===== src/rtl/mesh_port_arbiter.sv =====
`default_nettype none
// ============================================================================
// mesh_port_arbiter : round-robin feeder from N_REQ source FIFOs into one mesh input port
// Revision 1.0
// ============================================================================
module mesh_port_arbiter #(
  parameter int N_REQ     = 4,
  parameter int pckg_sz   = 41,
  parameter int BUF_DEPTH = 4,
  parameter int STALL_LIM = 256
) (
  input  logic                       clk,
  input  logic                       reset,
  input  logic [N_REQ-1:0]           pndng_req,
  input  logic [N_REQ*pckg_sz-1:0]   data_req,
  output logic [N_REQ-1:0]           pop_req,
  output logic [pckg_sz-1:0]         data_out_i_in,
  output logic                       pndng_i_in,
  input  logic                       popin,
  output logic [$clog2(N_REQ)-1:0]   grant_id,
  output logic [15:0]                pkt_cnt,
  output logic                       stall
);

  localparam int c_IDW = $clog2(N_REQ);
  localparam int c_PW  = $clog2(BUF_DEPTH);
  localparam int c_CW  = $clog2(BUF_DEPTH + 1);

  logic [pckg_sz-1:0] r_mem [BUF_DEPTH];
  logic [c_PW-1:0]    r_head;
  logic [c_PW-1:0]    r_tail;
  logic [c_CW-1:0]    r_cnt;
  logic [pckg_sz-1:0] r_last;
  logic [c_IDW-1:0]   r_rr;
  logic [c_IDW-1:0]   r_gid;
  logic [15:0]        r_pkt;
  logic [15:0]        r_sc;
  logic               r_stall;

  logic               w_acc;
  logic               w_space;
  logic               w_gnt_vld;
  logic [c_IDW-1:0]   w_gnt;
  logic [pckg_sz-1:0] w_gnt_data;
  logic [15:0]        w_sc_nxt;

  assign w_acc      = popin && (r_cnt != '0);
  assign w_space    = (r_cnt < c_CW'(BUF_DEPTH)) || w_acc;
  assign pndng_i_in = (r_cnt != '0);
  // Once drained, the port keeps showing the last packet that sat at the head.
  assign data_out_i_in = (r_cnt != '0) ? r_mem[r_head] : r_last;

  always_comb begin
    int               idx;
    logic [c_IDW-1:0] sel;
    w_gnt_vld = 1'b0;
    w_gnt     = '0;
    idx       = 0;
    sel       = '0;
    for (int k = 1; k <= N_REQ; k++) begin
      idx = (int'(r_rr) + k) % N_REQ;
      sel = c_IDW'(idx);
      if (!w_gnt_vld && pndng_req[sel]) begin
        w_gnt_vld = 1'b1;
        w_gnt     = sel;
      end
    end
    if (!(w_space && reset)) begin
      w_gnt_vld = 1'b0;
    end
  end

  assign pop_req    = w_gnt_vld ? (N_REQ'(1) << w_gnt) : '0;
  assign w_gnt_data = data_req[int'(w_gnt)*pckg_sz +: pckg_sz];

  always_comb begin
    w_sc_nxt = r_sc;
    if (w_acc) begin
      w_sc_nxt = '0;
    end else if (pndng_i_in && !popin && (r_sc < 16'(STALL_LIM))) begin
      w_sc_nxt = r_sc + 16'd1;
    end
  end

  always_ff @(posedge clk or negedge reset) begin
    if (!reset) begin
      for (int i = 0; i < BUF_DEPTH; i++) begin
        r_mem[i] <= '0;
      end
      r_head  <= '0;
      r_tail  <= '0;
      r_cnt   <= '0;
      r_last  <= '0;
      r_rr    <= c_IDW'(N_REQ - 1);
      r_gid   <= '0;
      r_pkt   <= '0;
      r_sc    <= '0;
      r_stall <= 1'b0;
    end else begin
      if (r_cnt != '0) begin
        r_last <= r_mem[r_head];
      end
      if (w_gnt_vld) begin
        r_mem[r_tail] <= w_gnt_data;
        r_tail        <= (r_tail == c_PW'(BUF_DEPTH - 1)) ? '0 : r_tail + 1'b1;
        r_rr          <= w_gnt;
        r_gid         <= w_gnt;
      end
      if (w_acc) begin
        r_head <= (r_head == c_PW'(BUF_DEPTH - 1)) ? '0 : r_head + 1'b1;
        r_pkt  <= r_pkt + 16'd1;
      end
      if (w_gnt_vld && !w_acc) begin
        r_cnt <= r_cnt + 1'b1;
      end else if (!w_gnt_vld && w_acc) begin
        r_cnt <= r_cnt - 1'b1;
      end
      r_sc <= w_sc_nxt;
      if (w_sc_nxt == 16'(STALL_LIM)) begin
        r_stall <= 1'b1;
      end
    end
  end

  assign grant_id = r_gid;
  assign pkt_cnt  = r_pkt;
  assign stall    = r_stall;

endmodule
`default_nettype wire

===== config.mk =====
export PLATFORM = sky130hd
export DESIGN_NAME = mesh_port_arbiter
export DESIGN_NICKNAME = d
export VERILOG_FILES = /design/src/rtl/mesh_port_arbiter.sv
export SDC_FILE = /design/constraint.sdc
export NUM_CORES = 1
export LEC_CHECK = 0
export CAP_MARGIN = 15
export CELL_PAD_IN_SITES_DETAIL_PLACEMENT = 1
export CELL_PAD_IN_SITES_GLOBAL_PLACEMENT = 1
export CORE_MARGIN = 5
export CORE_UTILIZATION = 42
export CTS_CLUSTER_DIAMETER = 200
export DETAILED_ROUTE_END_ITERATION = 10
export GPL_TIMING_DRIVEN = 0
export PLACE_DENSITY_LB_ADDON = 0.1
export SLEW_MARGIN = 0
export SYNTH_ARGS = -nofsm -noshare
export SYNTH_HDL_FRONTEND = slang
export SYNTH_SLANG_ARGS = --single-unit

===== constraint.sdc =====
create_clock -name clk -period 3.3 [get_ports clk]
set_input_delay 0.99 -clock clk [delete_from_list [all_inputs] [get_ports clk]]
set_output_delay 0.99 -clock clk [all_outputs]
set_load 0.005 [all_outputs]

==> impl_metrics.py, run 1 <==
metrics = {
    "placed_design": {
        "port-buffer-count": 235,
        "place_congestion": 0.751,
        "place_inst": 1540,
        "place_area_um2": 14900,
        "dp_hpwl_mm": 22.4,
    },
    "clocking": {
        "clock_latency_ps": 530,
        "cts_tree": "built",
        "h-tree-depth": 1,
        "cts.sinks": 249,
        "cts.clk_slew.worst_paths_ps": 60,
        "clk_path_buf_depth": 3,
        "clockRootBuffer": "clkbuf_16",
        "cts_inserted_buffers": 27,
    },
    "routing": {
        "wl_mm": 33.7,
        "remaining_drc_errors": 0,
        "first_pass_iters": 4,
        "drtAntennaViolNets": 0,
        "viasPerCell": 5.19,
        "vias": 8383,
        "route.met3.wl_mm": 1.61,
        "avgRoutedWirePerCell_um": 20.8,
        "drt_iter0_drc": 293,
        "route.top_layer_used": "met5",
        "wl_met1_mm": 14.3,
        "dr_wl_met2_mm": 17.1,
    },
    "logic_synthesis": {
        "muxShareOfSynthArea_pct": 33.5,
        "synth_top_area_share_pct": 51.3,
        "synth_cell_types": 48,
        "synth-compound-area-share_pct": 1.27,
        "yosysTopAreaCell": "dfrtp_1",
        "yosys_warnings": 0,
        "async_flop_share_pct": 100,
        "synth_area_leaders": "dfrtp_1, mux2_1, mux2i_1",
        "syn_area_um2": 12100,
        "synth_xor_area_share_pct": 1.89,
        "synthAdderAreaFrac_pct": 0.997,
        "synth-edff-count": 0,
        "synth_cells": 919,
        "synth.avg_cell_area_um2": 13.1,
        "synth_top_flop_cell": "dfrtp_1",
        "yosysSeqAreaShare_pct": 51.7,
        "ys_ff_latch": 249,
        "synthSimpleGateAreaFrac_pct": 8.43,
        "syn_nets": 1099,
        "synth_top_family_by_area": "multiplexers",
    },
    "timing": {
        "finalCritPeriodShare_pct": 98.3,
        "worstMarginPinSlew_ps": 1000,
        "setup_viol": 0,
        "finalCriticalPeriod_ps": 3240,
        "grt_setup_unrepaired": "yes",
        "whs_ps": 288,
        "hold_violations": 0,
        "final_max_slew_viol_count": 0,
        "relSlewSlack_pct": 33.0,
        "fmax_mhz": 308,
        "finClkSkew_ps": 13.0,
    },
    "floorplan": {
        "die_x_um": 179,
        "die_area_um2": 32200,
        "ioPinCount": 236,
        "dieHeight_um": 179,
        "rows": 62,
        "core_um2": 28500,
        "start_util_pct": 42.2,
    },
    "power_and_ir_drop": {
        "switching_share_pct": 34.1,
        "p_int_uw": 10200,
        "power_switching_uw": 5260,
        "clock_power_share_pct": 20.5,
        "ir_worst_vdd_v": 0.000375,
        "power_density_nw_per_um2": 935,
        "power.leakage_uw": 0.00750,
        "power_frac_seq_pct": 34.1,
        "p_comb_share_pct": 45.4,
    },
    "global_route": {
        "antenna_found_initial": 2,
        "grt_max_degree": 76,
        "grt.overflow.total": 0,
        "grt_pass1_wl_mm": 53.9,
        "grt_use_total_pct": 20.7,
        "grt_pass1_vias": 9366,
    },
    "worst_setup_path": {
        "cpMaxStageDelayCell": "dlygate4sd2_1",
        "cp-end-kind": "primary output",
        "critPathTopFamily": "buffers and inverters",
        "cpMostUsedCell": "buf_12",
        "cp-start-kind": "input pin",
        "cp_max_fo": 5,
        "path_class": "in2out",
        "crit_buf_inv": 4,
        "arrival_ps": 2250,
        "worstPathRequired_ps": 2310,
        "cp_slowest_stage_delay_ps": 290,
        "cp_cell_sequence": "dlygate4sd2_1 -> nor2_2 -> a31oi_4 -> buf_12 -> buf_12 -> a311oi_4 -> buf_2",
    },
    "run_status": {
        "outcome": "finished, final reports clean",
    },
    "final_layout": {
        "finalNetCount": 1392,
        "n_fill_cell": 2884,
        "most-common-layout-cells": "dfrtp_1, clkdlybuf4s50_1, mux2_1",
        "final_common_cell": "dfrtp_1",
        "areaGrowthSynthToFinish_pct": 37.0,
        "n_antenna_cell": 0,
        "stdcell_count": 1616,
        "final_core_util_pct": 57.8,
        "stdcell_area_um2": 16500,
        "layout-drive-gt1-share_pct": 17.3,
    },
    "hold_path": {
        "min_path_type": "in2async",
    },
    "job": {
        "drv_cap": 0,
    },
}
cell type report:
cell class,count,area (um2),area share [%]
flip-flops and latches,249,6240,37.8
multi-input cells,607,5640,34.2
repair buffers,267,2780,16.9
clock buffers,34,732,4.43
well taps,384,480,2.91
plain buffers,52,398,2.41
clock inverters,15,204,1.24
inverters,8,35.0,0.212
synth_stat cells (9+ instances only):
cell      count
nand2_1     151
mux4_2       41
mux2_1      145
and3_1        9
dfrtp_1     247
nor2_1       15
buf_2        19
buf_1        12
mux2i_1     126
mux2_2       20
xnor2_1      18
clkbuf_1     24
cell families (layout without fill, tap and decap cells):
group | after synthesis | in the layout
simple gates | 221 | 221
flops | 249 | 249
xor+xnor | 26 | 26
compound gates | 19 | 19
mux | 332 | 332
fa+ha+maj | 9 | 9
buf+inv | 63 | 376
per-stage QoR:
| step | power (uW) | TNS [ps] | setup slack, ps |
|---|---|---|---|
| CTS | 15500 | -41.7 | -28.2 |
| global route | 16500 | -39.9 | -17.4 |
| detailed placement | 12100 | -136400 | -1500 |
| finish | 15400 | 0 | 56.4 |
| global placement | 11900 | -4165310 | -10580 |
| floorplan | 9120 | 0 | 174 |
routing by layer:
layer  track usage (%)  vias to the layer above
li1                  -                     3863
met1              27.4                     4301
met2              35.7                      174
met3              3.78                       41
met4              4.69                        4
met5                 0                        -
final timing paths:
path                         startpoint    endpoint  slack [ps]  cells after the start
setup / recovery           pndng_req[2]  pop_req[1]          60                      7
hold / removal                    reset  r_last[27]         290                      1
setup reg to reg                r_rr[1]  r_mem[109]         260                      8
hold reg to reg              r_last[13]  r_last[13]         460                      2
max in group asynchronous         reset   r_head[1]        2390                      2
min in group clk             r_last[13]  r_last[13]         460                      2
power by group through the flow:
stage,Clock [uW],Sequential [uW],Combinational (uW)
floorplan,0,5010,4110
global placement,0,5190,6730
detailed placement,0,5260,6890
CTS,3250,5250,7030
global route,3400,5410,7700
finish,3170,5260,7010
sequential cells by signal, summed over array words and instances, names as in the netlist:
register and count:
r_mem 164, r_last 41, pkt_cnt 16, r_sc 16, r_cnt 3, grant_id 2, r_head 2, r_rr 2
r_tail 2, stall 1
worst reg2reg max path: stages (launching register included):
cell	delay, ps
dfstp_2	610
nand3b_1	180
a31oi_4	260
buf_4	150
buf_4	120
clkbuf_1	710
mux2i_1	360
mux2i_1	200
mux2_1	320
repair_timing:
item                       4_1_cts  5_1_grt
setup endpoints to repair      194       22
pin swaps                        6        7
setup buffers                   18        4
hold buffers                     0        0
gates resized for setup        147       28
cloned                           7        1
No activity file was read; power rests on OpenSTA's default activity.
==> run 2: changes to the inputs <==
--- a/config.mk
+++ b/config.mk
@@ -11,6 +11,7 @@
 export CORE_MARGIN = 5
 export CORE_UTILIZATION = 42
 export CTS_CLUSTER_DIAMETER = 200
+export CTS_CLUSTER_SIZE = 40
 export DETAILED_ROUTE_END_ITERATION = 10
 export GPL_TIMING_DRIVEN = 0
 export PLACE_DENSITY_LB_ADDON = 0.1
==> constraint.sdc (replaced) <==
create_clock -name clk -period 3.3 [get_ports clk]
set_input_delay 0.99 -clock clk [delete_from_list [all_inputs] [get_ports clk]]
set_output_delay 0.99 -clock clk [all_outputs]
set_load 0.01 [all_outputs]
==> impl_metrics.py, run 2 (synthesis gave the netlist of run 1 again) <==
metrics = {
    "worst_setup_path": {
        "cpMostUsedCell": "nand2_1",
        "timing.rr.end": "r_mem[109]",
        "regToRegSetupSlack_ps": 420,
        "cp-end-kind": "primary output",
        "cp_slowest_stage_delay_ps": 520,
        "cpMaxStageDelayCell": "mux4_2",
        "arrival_ps": 2270,
        "crit_buf_inv": 3,
        "path_class": "reg2out",
        "worstPathRequired_ps": 2310,
        "cp_max_fo": 10,
        "r2r_cells": 7,
        "critPathTopFamily": "buffers and inverters",
        "cp-start-kind": "flip-flop",
        "cp_cell_sequence": "clkbuf_16 -> buf_12 -> mux4_2 -> nand2_1 -> nand2_1 -> dlygate4sd2_1",
        "worstReg2RegStart": "r_rr[1]",
        "worstSetupStartpoint": "r_head[0]",
    },
    "routing": {
        "wl_mm": 32.4,
        "vias": 8251,
        "avgRoutedWirePerCell_um": 20.5,
        "remaining_drc_errors": 0,
        "first_pass_iters": 4,
        "drt_iter0_drc": 342,
        "viasPerCell": 5.23,
        "drtAntennaViolNets": 0,
    },
    "power_and_ir_drop": {
        "p_int_uw": 8680,
        "power.leakage_uw": 0.00714,
        "clock_power_share_pct": 11.6,
        "ir_worst_vdd_v": 0.000383,
        "switching_share_pct": 37.2,
        "p_comb_share_pct": 50.7,
        "power_density_nw_per_um2": 878,
        "finalPower_uw": 13800,
        "power_switching_uw": 5150,
        "power_frac_seq_pct": 37.7,
    },
    "final_layout": {
        "largestRegisters": "r_mem: 164 flops, r_last: 41 flops",
        "n_fill_cell": 2923,
        "areaGrowthSynthToFinish_pct": 30.6,
        "final_common_cell": "dfrtp_1",
        "layout-drive-gt1-share_pct": 14.6,
        "largest_reg_flops": 164,
        "finalNetCount": 1371,
        "top_register": "r_mem",
        "n_antenna_cell": 0,
        "stdcell_area_um2": 15700,
        "most-common-layout-cells": "dfrtp_1, clkdlybuf4s50_1, nand2_1",
    },
    "run_status": {
        "outcome": "finished, final reports clean",
    },
    "clocking": {
        "clock_latency_ps": 500,
        "cts_inserted_buffers": 10,
        "cts.clk_slew.worst_paths_ps": 150,
        "cts.sinks": 249,
        "clk_path_buf_depth": 3,
        "cts_tree": "built",
        "clockRootBuffer": "clkbuf_16",
        "h-tree-depth": 1,
        "hold_buffers": 0,
    },
    "floorplan": {
        "rows": 62,
        "start_util_pct": 42.2,
        "die_area_um2": 32200,
        "dieHeight_um": 179,
        "ioPinCount": 236,
        "core_um2": 28500,
        "die_x_um": 179,
    },
    "timing": {
        "fin_tns_setup_ps": 0,
        "setup_viol": 0,
        "finClkSkew_ps": 60.1,
        "relSlewSlack_pct": 31.6,
        "grt_setup_unrepaired": "yes",
        "finalCritPeriodShare_pct": 98.7,
        "worstMarginPinSlew_ps": 1030,
        "final_max_slew_viol_count": 0,
        "hold_violations": 0,
        "finalCriticalPeriod_ps": 3260,
        "fmax_mhz": 307,
    },
    "placed_design": {
        "dp_hpwl_mm": 22.4,
        "place_congestion": 0.751,
        "port-buffer-count": 235,
        "place_area_um2": 14900,
    },
    "global_route": {
        "grt_pass1_wl_mm": 51.9,
        "grt_pass1_vias": 9137,
        "grt_max_degree": 76,
        "grt_use_total_pct": 19.8,
        "grt.overflow.total": 0,
        "antenna_found_initial": 0,
    },
    "hold_path": {
        "min_path_type": "in2async",
    },
    "job": {
        "drv_cap": 0,
    },
}
[run 2: worst max path at each step]
| stage | to | slack (ps) | depth (start not counted) |
|---|---|---|---|
| global route | data_out_i_in[9] | -40 | 6 |
| detailed placement | pop_req[2] | -1540 | 8 |
| CTS | data_out_i_in[20] | 0.9 | 7 |
| floorplan | pop_req[2] | 110 | 6 |
| global placement | pop_req[2] | -10610 | 9 |
| finish | data_out_i_in[9] | 40 | 6 |
[run 2: power by group through the flow]
stage                     combinational [uW]  clock (uW)  sequential, uW
after floorplan                         4330           0            5030
after global placement                  6970           0            5190
after detailed placement                7130           0            5260
after CTS                               7180        1660            5220
after global routing                    7700        1750            5380
final                                   7010        1600            5220
[run 2: final cells by class]
| cell class | instances | area [um2] | area share, % |
|---|---|---|---|
| clock buffers | 14 | 287 | 1.82 |
| flip-flops and latches | 249 | 6240 | 39.6 |
| inverters | 8 | 35.0 | 0.223 |
| plain buffers | 52 | 384 | 2.44 |
| well taps | 384 | 480 | 3.05 |
| clock inverters | 1 | 30.0 | 0.191 |
| repair buffers | 263 | 2670 | 17.0 |
| multi-input cells | 607 | 5620 | 35.7 |
[run 2: routing by layer]
| metal | GRT usage (%) | vias to the layer above | wire, um |
|---|---|---|---|
| li1 | - | 3787 | - |
| met1 | 26.5 | 4296 | 14400 |
| met2 | 34.8 | 148 | 16300 |
| met3 | 3.44 | 20 | 1270 |
| met4 | 2.90 | 0 | 448 |
| met5 | 0 | - | 0 |
[run 2: timing repair]
| action | 4_1_cts | 5_1_grt |
|---|---|---|
| pin swaps | 7 | 5 |
| cloned | 5 | 1 |
| gates resized for setup | 151 | 22 |
| buffers inserted | 19 | 1 |
| setup endpoints to repair | 201 | 27 |
[run 2: per-stage QoR]
stage | cells | worst slack, ps | hold WS (ps) | utilization [%]
4_1_cts | 1576 | 0.896 | 304 | 55.2
3_5_place_dp | 1540 | -1540 | 452 | 52.4
3_3_place_gp | 1538 | -10610 | 447 | 52.1
2_1_floorplan | 919 | 112 | 444 | -
6_report | 1578 | 43.6 | 288 | 55.2
5_1_grt | 1578 | -42.7 | 265 | 55.2
==> run 3: changes to the inputs <==
--- a/config.mk
+++ b/config.mk
@@ -8,6 +8,7 @@
 export CAP_MARGIN = 15
 export CELL_PAD_IN_SITES_DETAIL_PLACEMENT = 1
 export CELL_PAD_IN_SITES_GLOBAL_PLACEMENT = 1
+export CORE_ASPECT_RATIO = 1.2
 export CORE_MARGIN = 5
 export CORE_UTILIZATION = 42
 export CTS_CLUSTER_DIAMETER = 200
==> impl_metrics.py, run 3 (synthesis gave the netlist of run 1 again) <==
metrics = {
    "final_layout": {
        "top_register": "r_mem",
        "final_core_util_pct": 55.2,
        "stdcell_area_um2": 15800,
        "n_fill_cell": 2960,
        "finalNetCount": 1385,
        "final_common_cell": "dfrtp_1",
        "areaGrowthSynthToFinish_pct": 30.9,
        "stdcell_count": 1593,
        "largest_reg_flops": 164,
        "largestRegisters": "r_mem: 164 flops, r_last: 41 flops",
        "layout-drive-gt1-share_pct": 16.3,
        "most-common-layout-cells": "dfrtp_1, clkdlybuf4s50_1, nand2_1",
    },
    "floorplan": {
        "rows": 68,
        "die_x_um": 165,
        "ioPinCount": 236,
        "start_util_pct": 42.2,
        "dieHeight_um": 196,
        "core_um2": 28600,
        "die_area_um2": 32200,
    },
    "routing": {
        "drtAntennaViolNets": 0,
        "first_pass_iters": 4,
        "wl_mm": 31.7,
        "avgRoutedWirePerCell_um": 19.9,
        "viasPerCell": 5.21,
        "drt_iter0_drc": 288,
        "remaining_drc_errors": 0,
        "vias": 8293,
    },
    "clocking": {
        "cts_inserted_buffers": 10,
        "cts.sinks": 249,
        "cts_tree": "built",
        "clk_path_buf_depth": 3,
        "clock_latency_ps": 500,
        "hold_buffers": 0,
        "clockRootBuffer": "clkbuf_16",
        "h-tree-depth": 1,
        "cts.clk_slew.worst_paths_ps": 150,
    },
    "worst_setup_path": {
        "cp_max_fo": 10,
        "cp-end-kind": "primary output",
        "r2r_cells": 8,
        "cpMostUsedCell": "nand2_1",
        "path_class": "reg2out",
        "cp_cell_sequence": "nor3_4 -> buf_6 -> buf_4 -> clkbuf_8 -> nand2_1 -> nand2_1 -> clkdlybuf4s15_1",
        "cp-start-kind": "flip-flop",
        "cp_slowest_stage_delay_ps": 460,
        "arrival_ps": 2270,
        "worstPathRequired_ps": 2310,
        "cpMaxStageDelayCell": "dfrtp_2",
    },
    "timing": {
        "setup_viol": 0,
        "fmax_mhz": 307,
        "finalCritPeriodShare_pct": 98.6,
        "finalCriticalPeriod_ps": 3260,
        "relSlewSlack_pct": 34.7,
        "finClkSkew_ps": 48.1,
        "worstMarginPinSlew_ps": 980,
        "final_max_slew_viol_count": 0,
        "hold_violations": 0,
        "fin_tns_setup_ps": 0,
    },
    "power_and_ir_drop": {
        "power_density_nw_per_um2": 886,
        "power.leakage_uw": 0.00716,
        "finalPower_uw": 14000,
        "ir_worst_vdd_v": 0.000435,
    },
    "global_route": {
        "antenna_found_initial": 0,
        "grt_max_degree": 97,
        "grt_pass1_vias": 9039,
        "grt_use_total_pct": 19.4,
        "grt.overflow.total": 0,
        "grt_pass1_wl_mm": 49.6,
    },
    "run_status": {
        "outcome": "finished, final reports clean",
    },
    "placed_design": {
        "dp_hpwl_mm": 22.6,
        "place_congestion": 0.735,
        "port-buffer-count": 235,
        "place_area_um2": 14900,
        "place_inst": 1541,
    },
    "job": {
        "drv_cap": 0,
    },
    "hold_path": {
        "min_path_type": "in2async",
    },
}
run 3: changes by cell type in the layout (fill, tap and decap cells not counted), moves of 2 or more:
cell	previous run	this run
buf_6	2	4
clkdlybuf4s15_1	6	12
dlygate4sd2_1	29	11
buf_12	7	4
clkdlybuf4s15_2	1	3
bufbuf_16	5	2
clkbuf_8	1	5
nand2_2	2	0
buf_4	21	36
clkbuf_2	11	18
run 3: per-stage QoR:
stage,hold slack [ps],setup slack [ps]
2_1_floorplan,444,112
3_3_place_gp,446,-11060
3_5_place_dp,455,-1600
4_1_cts,278,-154
5_1_grt,268,-16.6
6_report,286,44.8
run 3: final timing paths:
kind	endpoint	slack [ps]	startpoint
max in group asynchronous	r_rr[0]	1930	reset
worst min-delay path	r_cnt[1]	290	reset
worst max register to register	r_mem[161]	290	r_rr[1]
worst min register to register	r_last[17]	480	r_last[17]
min in group clk	r_last[17]	480	r_last[17]
worst max-delay path	data_out_i_in[37]	40	r_cnt[0]
run 3: critical path, delay by kind of cell, from the launching register on:
kind | cells | cell delay [ps]
buffers and inverters | 4 | 700
flip-flops | 1 | 460
AND/OR/NAND/NOR | 3 | 590
run 3: where the power goes:
group	internal [uW]	switching, uW
Clock	631	971
Sequential	4480	710
Combinational	3720	3480
Total	8820	5160
run 3: routing by layer:
layer	global-route usage [%]	wire, um
met2	36.1	17000
met1	23.8	12800
met5	0	0
met4	3.08	457
met3	3.19	1410
run 3: final cells by class:
class | count | area, um2 | share of cell area [%]
inverters | 8 | 32.5 | 0.206
multi-input cells | 607 | 5600 | 35.5
repair buffers | 277 | 2690 | 17.0
flip-flops and latches | 249 | 6240 | 39.5
diodes | 1 | 2.50 | 0.0159
clock buffers | 13 | 283 | 1.79
well taps | 385 | 482 | 3.05
clock inverters | 1 | 30.0 | 0.190
plain buffers | 52 | 425 | 2.70
run 3: repair_timing:
item / 4_1_cts / 5_1_grt
pin swaps: 4 / 3
gates cloned: 2 / 2
buffers inserted: 17 / 19
endpoints found under the setup margin: 190 / 40
gates resized for setup: 153 / 53
